### src/rtl/uart_msg_arbiter.sv
// Round-robin arbiter sharing one uart_tx between NUM_SRC null-terminated message sources.
// Grant is held from start request until the UART reports idle again; a UART that never goes busy is aborted.
module uart_msg_arbiter #(
  parameter int NUM_SRC      = 4,
  parameter int ADDR_W       = 8,
  parameter int BUSY_TIMEOUT = 16
) (
  input  logic                 clk,
  input  logic                 rst_n,
  input  logic [NUM_SRC-1:0]   req_i,
  output logic [NUM_SRC-1:0]   grant_o,
  output logic [NUM_SRC-1:0]   done_o,
  output logic                 err_o,
  input  logic [ADDR_W-1:0]    uart_addr_i,
  output logic [ADDR_W-1:0]    src_addr_o,
  input  logic [8*NUM_SRC-1:0] src_data_i,
  output logic [7:0]           uart_data_o,
  output logic                 uart_start_o,
  input  logic                 uart_idle_i
);

  localparam int IDX_W = (NUM_SRC > 1) ? $clog2(NUM_SRC) : 1;
  localparam int CNT_W = $clog2(BUSY_TIMEOUT + 1);
  localparam logic [NUM_SRC-1:0] GRANT_ONE = NUM_SRC'(1);

  // state       | meaning
  // S_IDLE      | no owner, pick next requester when the UART is idle
  // S_START     | start held high, waiting for the UART to go busy (bounded)
  // S_WAIT_DONE | UART busy with the granted message
  // S_FINISH    | done pulse for the owner, grant released at end of cycle
  typedef enum logic [1:0] {S_IDLE, S_START, S_WAIT_DONE, S_FINISH} state_t;

  state_t             state_q;
  logic [NUM_SRC-1:0] grant_q;
  logic [NUM_SRC-1:0] done_q;
  logic               err_q;
  logic               start_q;
  logic [IDX_W-1:0]   gidx_q;
  logic [IDX_W-1:0]   last_q;
  logic [CNT_W-1:0]   cnt_q;
  logic [CNT_W-1:0]   cnt_d;

  logic               sel_found;
  logic [IDX_W-1:0]   sel_idx;
  logic [IDX_W-1:0]   cand;

  // Scan last+1, last+2, ... with wrap so the previous owner gets lowest priority.
  always_comb begin
    sel_found = 1'b0;
    sel_idx   = '0;
    cand      = last_q;
    for (int i = 0; i < NUM_SRC; i++) begin
      cand = (cand == IDX_W'(NUM_SRC - 1)) ? '0 : cand + 1'b1;
      if (!sel_found && req_i[cand]) begin
        sel_found = 1'b1;
        sel_idx   = cand;
      end
    end
  end

  assign cnt_d = cnt_q + 1'b1;

  always_ff @(posedge clk or negedge rst_n) begin
    if (!rst_n) begin
      state_q <= S_IDLE;
      grant_q <= '0;
      done_q  <= '0;
      err_q   <= 1'b0;
      start_q <= 1'b0;
      gidx_q  <= '0;
      last_q  <= IDX_W'(NUM_SRC - 1);
      cnt_q   <= '0;
    end else begin
      done_q <= '0;
      err_q  <= 1'b0;
      case (state_q)
        S_IDLE: begin
          if (sel_found && uart_idle_i) begin
            grant_q <= GRANT_ONE << sel_idx;
            gidx_q  <= sel_idx;
            cnt_q   <= '0;
            start_q <= 1'b1;
            state_q <= S_START;
          end
        end
        S_START: begin
          if (!uart_idle_i) begin
            cnt_q   <= '0;
            start_q <= 1'b0;
            state_q <= S_WAIT_DONE;
          end else if (cnt_d == CNT_W'(BUSY_TIMEOUT)) begin
            err_q   <= 1'b1;
            grant_q <= '0;
            last_q  <= gidx_q;
            cnt_q   <= '0;
            start_q <= 1'b0;
            state_q <= S_IDLE;
          end else begin
            cnt_q <= cnt_d;
          end
        end
        S_WAIT_DONE: begin
          if (uart_idle_i) begin
            done_q  <= grant_q;
            state_q <= S_FINISH;
          end
        end
        S_FINISH: begin
          grant_q <= '0;
          last_q  <= gidx_q;
          state_q <= S_IDLE;
        end
        default: state_q <= S_IDLE;
      endcase
    end
  end

  always_comb begin
    uart_data_o = 8'h00;
    for (int i = 0; i < NUM_SRC; i++) begin
      if (grant_q[i]) uart_data_o = src_data_i[8*i +: 8];
    end
  end

  assign src_addr_o   = uart_addr_i;
  assign grant_o      = grant_q;
  assign done_o       = done_q;
  assign err_o        = err_q;
  assign uart_start_o = start_q;

endmodule

### config.mk
export PLATFORM = sky130hd
export DESIGN_NAME = uart_msg_arbiter
export DESIGN_NICKNAME = d
export VERILOG_FILES = /design/src/rtl/uart_msg_arbiter.sv
export SDC_FILE = /design/constraint.sdc
export NUM_CORES = 1
export LEC_CHECK = 0
export ABC_CLOCK_PERIOD_IN_PS = 2700
export BUFFER_PORTS_ARGS = -buffer_cell sky130_fd_sc_hd__buf_4
export CORE_ASPECT_RATIO = 1.25
export CORE_UTILIZATION = 45
export CTS_CLUSTER_DIAMETER = 80
export CTS_CLUSTER_SIZE = 8
export DETAILED_ROUTE_END_ITERATION = 6
export PLACE_DENSITY = 0.81
export SLEW_MARGIN = 20
export SYNTH_ARGS = -nofsm -noshare
export SYNTH_HDL_FRONTEND = slang
export SYNTH_SLANG_ARGS = --single-unit
### constraint.sdc
create_clock -name clk -period 2.7 [get_ports clk]
set_input_delay 0.675 -clock clk [delete_from_list [all_inputs] [get_ports clk]]
set_output_delay 0.675 -clock clk [all_outputs]
set_load 0.005 [all_outputs]
==> impl_metrics.json <==
{
  "mostFrequentLayoutCell": "sky130_fd_sc_hd__buf_4",
  "reg2reg_setup_slack_ps": 350,
  "grt.overflow.total": 0,
  "worst_path_maximum_fanout": 7,
  "netlist-cell-type-count": 53,
  "layout_worst_path_cycle_share": 0.908,
  "drt_iter0_drc": 83,
  "whs_ps": 282,
  "numClockSinks": 21,
  "n_fill_cell": 327,
  "grt_pass1_vias": 1480,
  "rsz0062_at_grt": "false",
  "cp_data_arrival_time_ps": 1780,
  "groute.usage.overall": 0.204,
  "finalSetupViolCount": 0,
  "vdd_drop_max_uv": 476,
  "skew_ps": 1.16,
  "drt_wl_total_mm": 3.83,
  "placed_area_um2": 2020,
  "setup_total_negative_slack_ps": 0,
  "timing.critical_path.cells": "nor2b_1, a22oi_1, nor2_1, a21oi_1, o21ai_0, buf_4",
  "post_cts.resized_instances": 0,
  "floorplan.die.height_um": 69.6,
  "async_set_or_reset_flop_fraction_in_the_synthesized_netlist": 1.00,
  "worstReg2RegEnd": "grant_o[1]",
  "clock_tree.root_cell": "sky130_fd_sc_hd__clkbuf_8",
  "grt_pass1_wl_mm": 6.48,
  "cts_tree": "built",
  "crit_path_start_kind": "register",
  "dieArea_um2": 3900,
  "leak_pwr_uw": 0.000965,
  "max_slew_headroom_at_the_worst_pin": 0.633,
  "worstRegToRegCells": 6,
  "floorplan.rows": 24,
  "final_period_minus_worst_setup_slack_ps": 2450,
  "cts_buffer_depth": 2,
  "cts.hold.buffers_added": 0,
  "yosysTopAreaCell": "sky130_fd_sc_hd__dfrtp_1",
  "worst_setup_hold_path_clk_slew_ps": 70,
  "synth_edf_count": 0,
  "detail_route.drc_violations": 0,
  "finish.instance_area_um2": 2070,
  "crit_path_end_kind": "primary output",
  "worst_skew_pair.late_latency_ps": 260,
  "mappedNetlistArea_um2": 1640,
  "synth_warnings": 0,
  "critical_path.max_stage_delay_ps": 460,
  "tritoncts.num_buffers": 3,
  "synth_sequential_area_ratio": 0.321,
  "routabilityCongestion": 0.847,
  "post_synth_inst_count": 205,
  "synth_fp_nets": 258,
  "ys_seq_elements": 21,
  "synth_top_cell_area_share": 0.289,
  "place.detailed.hpwl_mm": 2.94,
  "place_inst": 282,
  "fp.dieW_um": 56.0,
  "max_slew.worst_pin.slew_ps": 550,
  "worst-endpoint-required_ps": 2030,
  "wl_per_cell_um": 13.4,
  "drt-pass1-iter-count": 4,
  "report.power.total_uw": 1850,
  "cts_max_level": 1,
  "worst-setup-path-type": "reg -> out",
  "grt_max_degree": 22,
  "finalNetCount": 301,
  "synth_ff_type": "sky130_fd_sc_hd__dfrtp_1",
  "avgViaCountPerCell": 5.83,
  "io_buffer_count": 56,
  "post_syn_area_per_cell_um2": 8.01,
  "drv.max_cap_violation_count": 0,
  "critical_path.slowest_cell": "sky130_fd_sc_hd__nor2b_1",
  "floorplan.core_area_um2": 3480,
  "fin_cells": 286,
  "drive_above_1_share": 0.304,
  "launch_instance_of_the_worst_register_to_register_path": "last_q[0]",
  "multi_input_comb_area_um2": 973,
  "antenna_violating_nets_post_route": 0,
  "syn2layout_area_growth_pct": 25.9,
  "ios": 73,
  "cellPowerDensity_nw_per_um2": 896,
  "post-cts-setup-buffer-count": 0,
  "fmax_ghz": 0.408,
  "flip_flop_and_latch_area_um2": 528,
  "antenna_found_initial": 0,
  "yosys-top-cells-area": "sky130_fd_sc_hd__dfrtp_1 29%, sky130_fd_sc_hd__o21ai_0 6.7%, sky130_fd_sc_hd__a21oi_1 4.6%",
  "hold_violations": 0,
  "outcome": "complete, no violations",
  "n_antenna_cell": 0,
  "initial_cell_density_of_the_core": 0.472,
  "hold_path_class": "in -> async",
  "num_vias": 1667,
  "finalMaxSlewViolations": 0,
  "final_cell_mix": "59 x sky130_fd_sc_hd__buf_4, 22 x sky130_fd_sc_hd__o21ai_0, 19 x sky130_fd_sc_hd__nand2_1, 19 x sky130_fd_sc_hd__dfrtp_1, 16 x sky130_fd_sc_hd__nor2_1"
}
cells by family (layout without fill, tap and decap cells):
group | count (synthesis) | in the layout | synth area share
xor+xnor | 1 | 1 | 0.00533
mux | 5 | 5 | 0.0358
simple gates | 71 | 71 | 0.223
compound gates | 72 | 72 | 0.283
flops | 21 | 21 | 0.321
fa+ha+maj | 6 | 6 | 0.0457
buf+inv | 29 | 71 | 0.0861
report_power, final:
part | switching, µW | internal, µW
registers | 100 | 416
clock network | 98.0 | 105
logic | 581 | 553
total | 780 | 1070
synthesized netlist by cell type, drive strengths merged (4+ instances only):
cell,instances
a21oi,16
a22oi,8
and3,6
buf,11
clkbuf,10
dfrtp,19
ha,6
inv,8
mux2,4
nand2,19
nand2b,4
nand3,4
nor2,16
nor3,4
o21ai,22
o31ai,5
routing by layer:
layer / vias up / track usage / share of wire
met4: 0 / 0.0650 / 0.013
met2: 66 / 0.357 / 0.48
met1: 769 / 0.247 / 0.42
met5: - / 0 / 0
met3: 5 / 0.0429 / 0.084
li1: 827 / - / -
critical path, delay by kind of cell (launching register included):
family	cells	cell delay (ps)
AOI/OAI and AO/OA	3	370
buffers and inverters	1	140
and+or+nand+nor	2	580
DFF	1	430
stage by stage:
step / setup slack [ps] / util
floorplan: 410 / -
global placement: 412 / 0.581
detailed placement: 369 / 0.581
CTS: 228 / 0.594
global route: 24.9 / 0.594
finish: 248 / 0.594
worst max path at each step:
stage	start	end	slack [ps]	cells after the start
floorplan	last_q[0]	grant_o[1]	410	6
global placement	req_i[1]	cnt_q[3]	410	6
detailed placement	last_q[0]	grant_o[1]	370	6
CTS	grant_o[0]	uart_data_o[6]	230	6
global route	grant_o[0]	uart_data_o[6]	20	6
finish	grant_o[0]	uart_data_o[6]	250	6
flip-flops by register name, summed over array words and instances (netlist names), named ones only:
register      cells
cnt_q             5
last_q            2
gidx_q            2
done_o            4
err_o             1
state_q           1
grant_o           4
uart_start_o      1
layout make-up:
type | instances | area share
Timing Repair Buffer | 59 | 0.214
Tap cell | 39 | 0.0236
Clock buffer | 4 | 0.0218
Inverter | 8 | 0.0145
Multi-Input combinational cell | 155 | 0.471
Sequential cell | 21 | 0.255
(Power assumes the default switching activity.)
